[src/rtl/dark_detect.sv]
// rtl/dark_detect.sv - dark-pixel weight and block-row freeze flag on a 3-cycle delayed video stream
module dark_detect #(
    parameter int KH    = 10,
    parameter int THRES = 64
) (
    input  logic        clk_i,
    input  logic        rst_ni,
    input  logic        hs_i,
    input  logic        vs_i,
    input  logic        de_i,
    input  logic [23:0] rgb_i,
    output logic        hs_o,
    output logic        vs_o,
    output logic        de_o,
    output logic [23:0] rgb_o,
    output logic [7:0]  wd_o,
    output logic        freeze_o
);

    localparam int              LCW    = (KH > 1) ? $clog2(KH) : 1;
    localparam logic [LCW-1:0]  LC_MAX = LCW'(KH - 1);
    localparam logic [8:0]      THR9   = 9'(THRES);

    logic [2:0]        r_hs_d;
    logic [2:0]        r_vs_d;
    logic [2:0]        r_de_d;
    logic [2:0][23:0]  r_rgb_d;
    logic [15:0]       r_pr;
    logic [15:0]       r_pg;
    logic [15:0]       r_pb;
    logic [15:0]       r_sum;
    logic [7:0]        r_wd;
    logic [LCW-1:0]    r_lc;
    logic              r_freeze;

    logic [15:0]       w_r16;
    logic [15:0]       w_g16;
    logic [15:0]       w_b16;
    logic              w_dark;
    logic              w_de_fall;
    logic              w_de_rise;
    logic              w_vs_rise;

    assign w_r16  = {8'd0, rgb_i[23:16]};
    assign w_g16  = {8'd0, rgb_i[15:8]};
    assign w_b16  = {8'd0, rgb_i[7:0]};
    assign w_dark = ({1'b0, r_sum[15:8]} < THR9);

    // Edges of the delayed syncs: stage 2 is what the outputs show next cycle, stage 3 what they show now.
    assign w_de_fall = r_de_d[2] & ~r_de_d[1];
    assign w_de_rise = ~r_de_d[2] & r_de_d[1];
    assign w_vs_rise = ~r_vs_d[2] & r_vs_d[1];

    always_ff @(posedge clk_i or negedge rst_ni) begin
        if (!rst_ni) begin
            r_hs_d  <= '0;
            r_vs_d  <= '0;
            r_de_d  <= '0;
            r_rgb_d <= '0;
        end else begin
            r_hs_d  <= {r_hs_d[1:0], hs_i};
            r_vs_d  <= {r_vs_d[1:0], vs_i};
            r_de_d  <= {r_de_d[1:0], de_i};
            r_rgb_d <= {r_rgb_d[1:0], rgb_i};
        end
    end

    // Luma pipeline: products, sum, then compare gated by the de that lands on de_o with it.
    always_ff @(posedge clk_i or negedge rst_ni) begin
        if (!rst_ni) begin
            r_pr  <= '0;
            r_pg  <= '0;
            r_pb  <= '0;
            r_sum <= '0;
            r_wd  <= '0;
        end else begin
            r_pr  <= w_r16 * 16'd77;
            r_pg  <= w_g16 * 16'd150;
            r_pb  <= w_b16 * 16'd29;
            r_sum <= r_pr + r_pg + r_pb;
            r_wd  <= {7'd0, r_de_d[1] & w_dark};
        end
    end

    always_ff @(posedge clk_i or negedge rst_ni) begin
        if (!rst_ni) begin
            r_lc     <= '0;
            r_freeze <= 1'b0;
        end else if (w_vs_rise) begin
            r_lc     <= '0;
            r_freeze <= 1'b0;
        end else if (w_de_fall) begin
            if (r_lc == LC_MAX) begin
                r_lc     <= '0;
                r_freeze <= 1'b1;
            end else begin
                r_lc     <= r_lc + 1'b1;
            end
        end else if (w_de_rise) begin
            r_freeze <= 1'b0;
        end
    end

    assign hs_o     = r_hs_d[2];
    assign vs_o     = r_vs_d[2];
    assign de_o     = r_de_d[2];
    assign rgb_o    = r_rgb_d[2];
    assign wd_o     = r_wd;
    assign freeze_o = r_freeze;

endmodule
[config.mk]
export PLATFORM = sky130hd
export DESIGN_NAME = dark_detect
export DESIGN_NICKNAME = d
export VERILOG_FILES = /design/src/rtl/dark_detect.sv
export SDC_FILE = /design/constraint.sdc
export NUM_CORES = 1
export LEC_CHECK = 0
export ABC_AREA = 1
export CORE_MARGIN = 2
export CORE_UTILIZATION = 30
export CTS_BUF_LIST = sky130_fd_sc_hd__clkbuf_2 sky130_fd_sc_hd__clkbuf_4 sky130_fd_sc_hd__clkbuf_8
export CTS_CLUSTER_SIZE = 10
export DETAILED_ROUTE_END_ITERATION = 10
export PLACE_DENSITY = 0.51
export SYNTH_ARGS = -nofsm -noshare
export SYNTH_HDL_FRONTEND = slang
export SYNTH_SLANG_ARGS = --single-unit
[constraint.sdc]
create_clock -name clk_i -period 5.25 [get_ports clk_i]
set_clock_uncertainty 0.15 [all_clocks]
set_input_delay 0.7875 -clock clk_i [delete_from_list [all_inputs] [get_ports clk_i]]
set_output_delay 0.7875 -clock clk_i [all_outputs]
set_load 0.05 [all_outputs]
# Yosys cells after proc, flatten, opt, wreduce, memory -nomap -nowiden
# Cells that the tools add are included.
dict set report op_classes {
  n_addsub 3
  mul 3
  order_cmp 1
  n_eq_ne 2
  mux 7
  bitwise_logic 7
  n_reduce_logical 3
}
# operator count
set op_table {}
lappend op_table {{8-bit by 7-bit multiplier with 15-bit output (second input constant)} 2}
lappend op_table {{15-bit by 16-bit adder with 16-bit output} 1}
lappend op_table {{16-bit by 13-bit adder with 16-bit output} 1}
lappend op_table {{8-bit by 5-bit multiplier with 13-bit output (second input constant)} 1}
lappend op_table {{4-bit two-way mux} 3}
lappend op_table {{8-bit by 7-bit < comparator with 1-bit output (second input constant)} 1}
lappend op_table {{4-bit by 1-bit adder with 4-bit output (second input constant)} 1}
lappend op_table {{1-bit bitwise AND} 4}
lappend op_table {{4-bit equality test (second input constant)} 1}
lappend op_table {{1-bit two-way mux} 4}
lappend op_table {{3-bit by 1-bit inequality test with 1-bit output (second input constant)} 1}
lappend op_table {{1-bit NOT} 3}
lappend op_table {{3-bit nonzero test} 1}
lappend op_table {{2-bit AND reduction} 1}
lappend op_table {{2-bit nonzero test} 1}
dict set report totals {
  register_bits 146
  inputBits 29
  elab_cells 39
}

# Logic depth before layout (Yosys ltp)
dict set report depth {
  word_depth 5
  ltp_mapped 15
  depth_no_buf 15
}

# Worst setup path after synthesis
# No wires, ideal clock.
dict set report synth_path {
  path_kind {input port to flip-flop}
  start {in rgb_i[12]}
  end {reg r_pg[11]}
  setup_time_ns 0.124
  arrival_ns 3.267
  required_ns 4.976
  path_slack_ns 1.709
  stages 12
  path_buffers 0
  path_cell_list {ha_1 -> ha_1 -> inv_1 -> fa_1 -> inv_1 -> fa_1 -> ha_1 -> a21oi_2 -> nor2_1 -> nor2_1 -> nand2_1 -> xor2_1}
}
dict set report synth_via {
  elab_chain_len 1
}
# item line_no
set synth_lines {}
lappend synth_lines {{start: declaration} 11} ;# input logic [23:0] rgb_i,
lappend synth_lines {{8-bit by 7-bit multiplier with 15-bit output} 78} ;# r_pg <= w_g16 * 16'd150;
lappend synth_lines {{end signal: assignment} 78}
lappend synth_lines {{end: declaration} 29} ;# logic [15:0] r_pg;
# Every way passes these cells.
# A chain may end at the register's enable or synchronous reset.

# Final worst setup path
dict set report layout_path {
  start {in rgb_i[21]}
  end {reg r_pr[10]}
}
dict set report layout_via {
  elab_chain_len 1
}
# item line_no
set layout_lines {}
lappend layout_lines {{8-bit by 7-bit multiplier with 15-bit output} 77} ;# r_pr <= w_r16 * 16'd77;
lappend layout_lines {{end signal: assignment} 77}
lappend layout_lines {{end: declaration} 28} ;# logic [15:0] r_pr;
# Every way passes these cells.

==> results.txt <==
The flip-flop and latch count after synthesis is 127. The count of port buffers added during placement is 57. The total of cells resized after clock tree synthesis came out at 0. The post-detailed-placement cell area came out at 8249 µm². Entering global routing, the biggest net connects 81 pins.

The total standard cell area after synthesis is 7475 µm². After layout, the worst path uses 73.59% of the clock period. Counting every sink on the clock net gives 127. The core region is 24390 µm². The relative slew slack came out at 51.93%.

The areal power density over the cells is 435.3 nW/µm². The top cell types in the final layout, fill and taps aside, are 127 x dfrtp_1, 126 x inv_1, 116 x ha_1. The number of endpoints failing setup at the final stage came out at 0. The library cell used most frequently in the layout, excluding fill and tap cells, is dfrtp_1. The initial utilization of the core area, before any placement, comes to 30.65%. The count of distinct cell types in the synthesized netlist came out at 25. From bottom edge to top edge, the die measures 161.8 µm. The via count is 4535. The maximum resistive drop on vdd came out at 0.1824 mV. The number of warning messages in the yosys log came out at 0. The post-synthesis async set-or-reset flop share is 100.0%. The average detailed-routed wire length per instance is 12.08 µm. Synthesis handed over a netlist of 714 instances. For this design the static power due to leakage is 4.411 nW. Cells with a size suffix above 1 make up 6.941% of the layout. The overall routed net length came out at 13.31 mm. The routed design could run at a clock period as short as 3.864 ns. The DRC violations left is 0. The final-report max-slew violation count is 0. Counting along the longest clock path gives a buffer depth of 2. TritonCTS built the clock tree. The post-layout instance area is 8631 µm².

The leading register cell type out of synthesis is dfrtp_1. The total CTS buffers is 17. The number of buffers inserted by hold repair at cts is 0. The flow ran to the end, and the final reports show no timing, DRC or antenna violations. The last weighted congestion value of the routability-driven placer is 0.8081. The number of H-tree levels came out at 4.

The tightest min-delay check is of the reg -> reg type. The wire-length estimate of the detail-placed layout is 10.75 mm. In the post-synthesis netlist, the biggest area contributors are dfrtp_1 43%, ha_1 19%, fa_1 10%.

The final hold violation count came out at 0. The data arrival time at the worst-slack endpoint came out at 4.02 ns. Of the post-synthesis cell area, the dominant cell type holds 42.52%.

Global routing finished with a remaining overflow of 0. The die footprint came out at 26190 µm². The via density per instance is 4.115. The clock root buffer is clkbuf_8. The kind of end point of the critical path is a flip-flop.

The worst register-to-register path has a depth of 10. The largest total area in the synthesized netlist belongs to dfrtp_1. The class of the most critical setup path is in -> reg. The area growth from synthesis to layout is 15.47%.

The antenna diode instance count came out at 0. The number of global-route vias before repair is 4827. The average instance in the mapped netlist occupies 10.47 µm².

Of all nets on the critical path, the largest fanout is 5. The floorplan has 57 rows. The number of cells on the worst hold path came out at 0. The count of maximum capacitance violations came out at 0. The die is 161.8 µm wide. At the later pin of the worst-skew pair, clock insertion delay measures 0.44 ns.

The required time at the worst-slack endpoint is 5.41 ns. The sum of negative setup slack came out at 0 ns. Post-CTS timing repair inserted 0 buffers for setup. The fill cell total of the finished layout came out at 2457.

Setup repair after global routing left no endpoint under its margin. In this run, the number of DRC markers left after iteration 0 of detailed routing was 215. The wire length of the first global-routing pass came out at 23.63 mm.

The slew at the pin closest to its max-slew limit is 0.7210 ns. The highest achievable clock rate came out at 0.2588 GHz. The count of nets left with antenna violations once routing finished came out at 0. The number of antenna violations at the first check in global routing came out at 0. For this run, the detailed router's first-pass iteration total came to 4.

Sequential elements use 42.52% of the synthesized area. Clock-pin slew was measured on the worst setup and hold paths at 0.08 ns. The top-level I/O count is 65. The startpoint class of the critical path is a primary input. The global-route usage over all layers came out at 11.40%. The total number of nets in the final design came out at 949.

The count of flip-flops with a built-in enable after synthesis came out at 0.
[sequential cells by signal, indices dropped and copies added (netlist names), 2 cells and up]
signal,cells
r_rgb_d,44
rgb_o,24
r_pr,15
r_pg,14
r_pb,13
r_lc,4
r_de_d,3
r_hs_d,3
r_vs_d,3
r_sum,2
[cell families (layout without fill, tap and decap cells)]
kind of cell	after synthesis	count (layout)	share of synthesized area [%]
simple gates	193	193	10.88
flops	127	127	42.52
other cells	1	7	0.05017
compound gates	60	60	4.938
buf+inv	157	215	9.441
xor+xnor	22	22	2.578
fa+ha+maj	154	154	29.59
[layout make-up]
type	instances	area (µm²)	share of cell area [%]
Sequential cell	127	3178	36.82
Multi-Input combinational cell	436	3613	41.87
Clock buffer	18	241.5	2.798
Tap cell	324	405.4	4.697
Inverter	126	473.0	5.480
Timing Repair Buffer	58	579.3	6.712
Clock inverter	13	140.1	1.624
[metal layers]
| layer | share of wire (%) | vias up | GRT usage, % |
|---|---|---|---|
| met5 | 0 | - | 0 |
| met4 | 0.71 | 0 | 4.183 |
| met3 | 2.6 | 8 | 2.196 |
| met2 | 48 | 58 | 18.14 |
| met1 | 49 | 2137 | 15.51 |
| li1 | - | 2332 | - |
[stage by stage]
step	std cells	power (mW)	util, %	hold WS, ns	setup WS [ns]
2_1_floorplan	720	2.552	-	0.1812	1.709
3_3_place_gp	1071	2.963	33.82	0.1811	0.9943
3_5_place_dp	1071	2.972	33.82	0.1847	0.9185
4_1_cts	1102	3.828	35.39	0.1921	1.387
5_1_grt	1102	4.163	35.39	0.2039	1.217
6_report	1102	3.757	35.39	0.1923	1.386
[synth_stat cells, types with 8 or more instances]
| master | n |
|---|---|
| a21oi_1 | 27 |
| a21oi_2 | 8 |
| buf_4 | 31 |
| dfrtp_1 | 127 |
| fa_1 | 38 |
| ha_1 | 116 |
| inv_1 | 126 |
| nand2_1 | 110 |
| nand3_1 | 32 |
| nor2_1 | 31 |
| o21ai_0 | 10 |
| xor2_1 | 15 |
[path summary, 6_finish.rpt]
check | from | end | slack [ns]
worst max register to register | r_pr[12] | r_sum[14] | 3.17
min in group asynchronous | rst_ni | r_rgb_d[34] | 0.23
worst max-delay path | rgb_i[21] | r_pr[10] | 1.39
worst min register to register | r_rgb_d[23] | r_rgb_d[47] | 0.19
worst min-delay path | r_rgb_d[23] | r_rgb_d[47] | 0.19
max in group asynchronous | rst_ni | r_vs_d[2] | 3.60
[worst max-delay path, cell delays in order]
cell             delay [ns]
clkdlybuf4s50_1        0.61
ha_1                   0.28
ha_1                   0.27
inv_1                  0.05
fa_1                   0.49
fa_1                   0.51
inv_1                  0.04
ha_1                   0.34
a21oi_1                0.22
nor2_1                 0.06
nor2_1                 0.10
nand2_1                0.09
xor2_1                 0.14
[report_power, final]
group	total, mW	switching [mW]	internal, mW
clock network	0.824	0.399	0.425
logic	1.69	1.02	0.677
registers	1.24	0.0955	1.14
total	3.76	1.51	2.25
No activity file was read; power rests on OpenSTA's default activity.
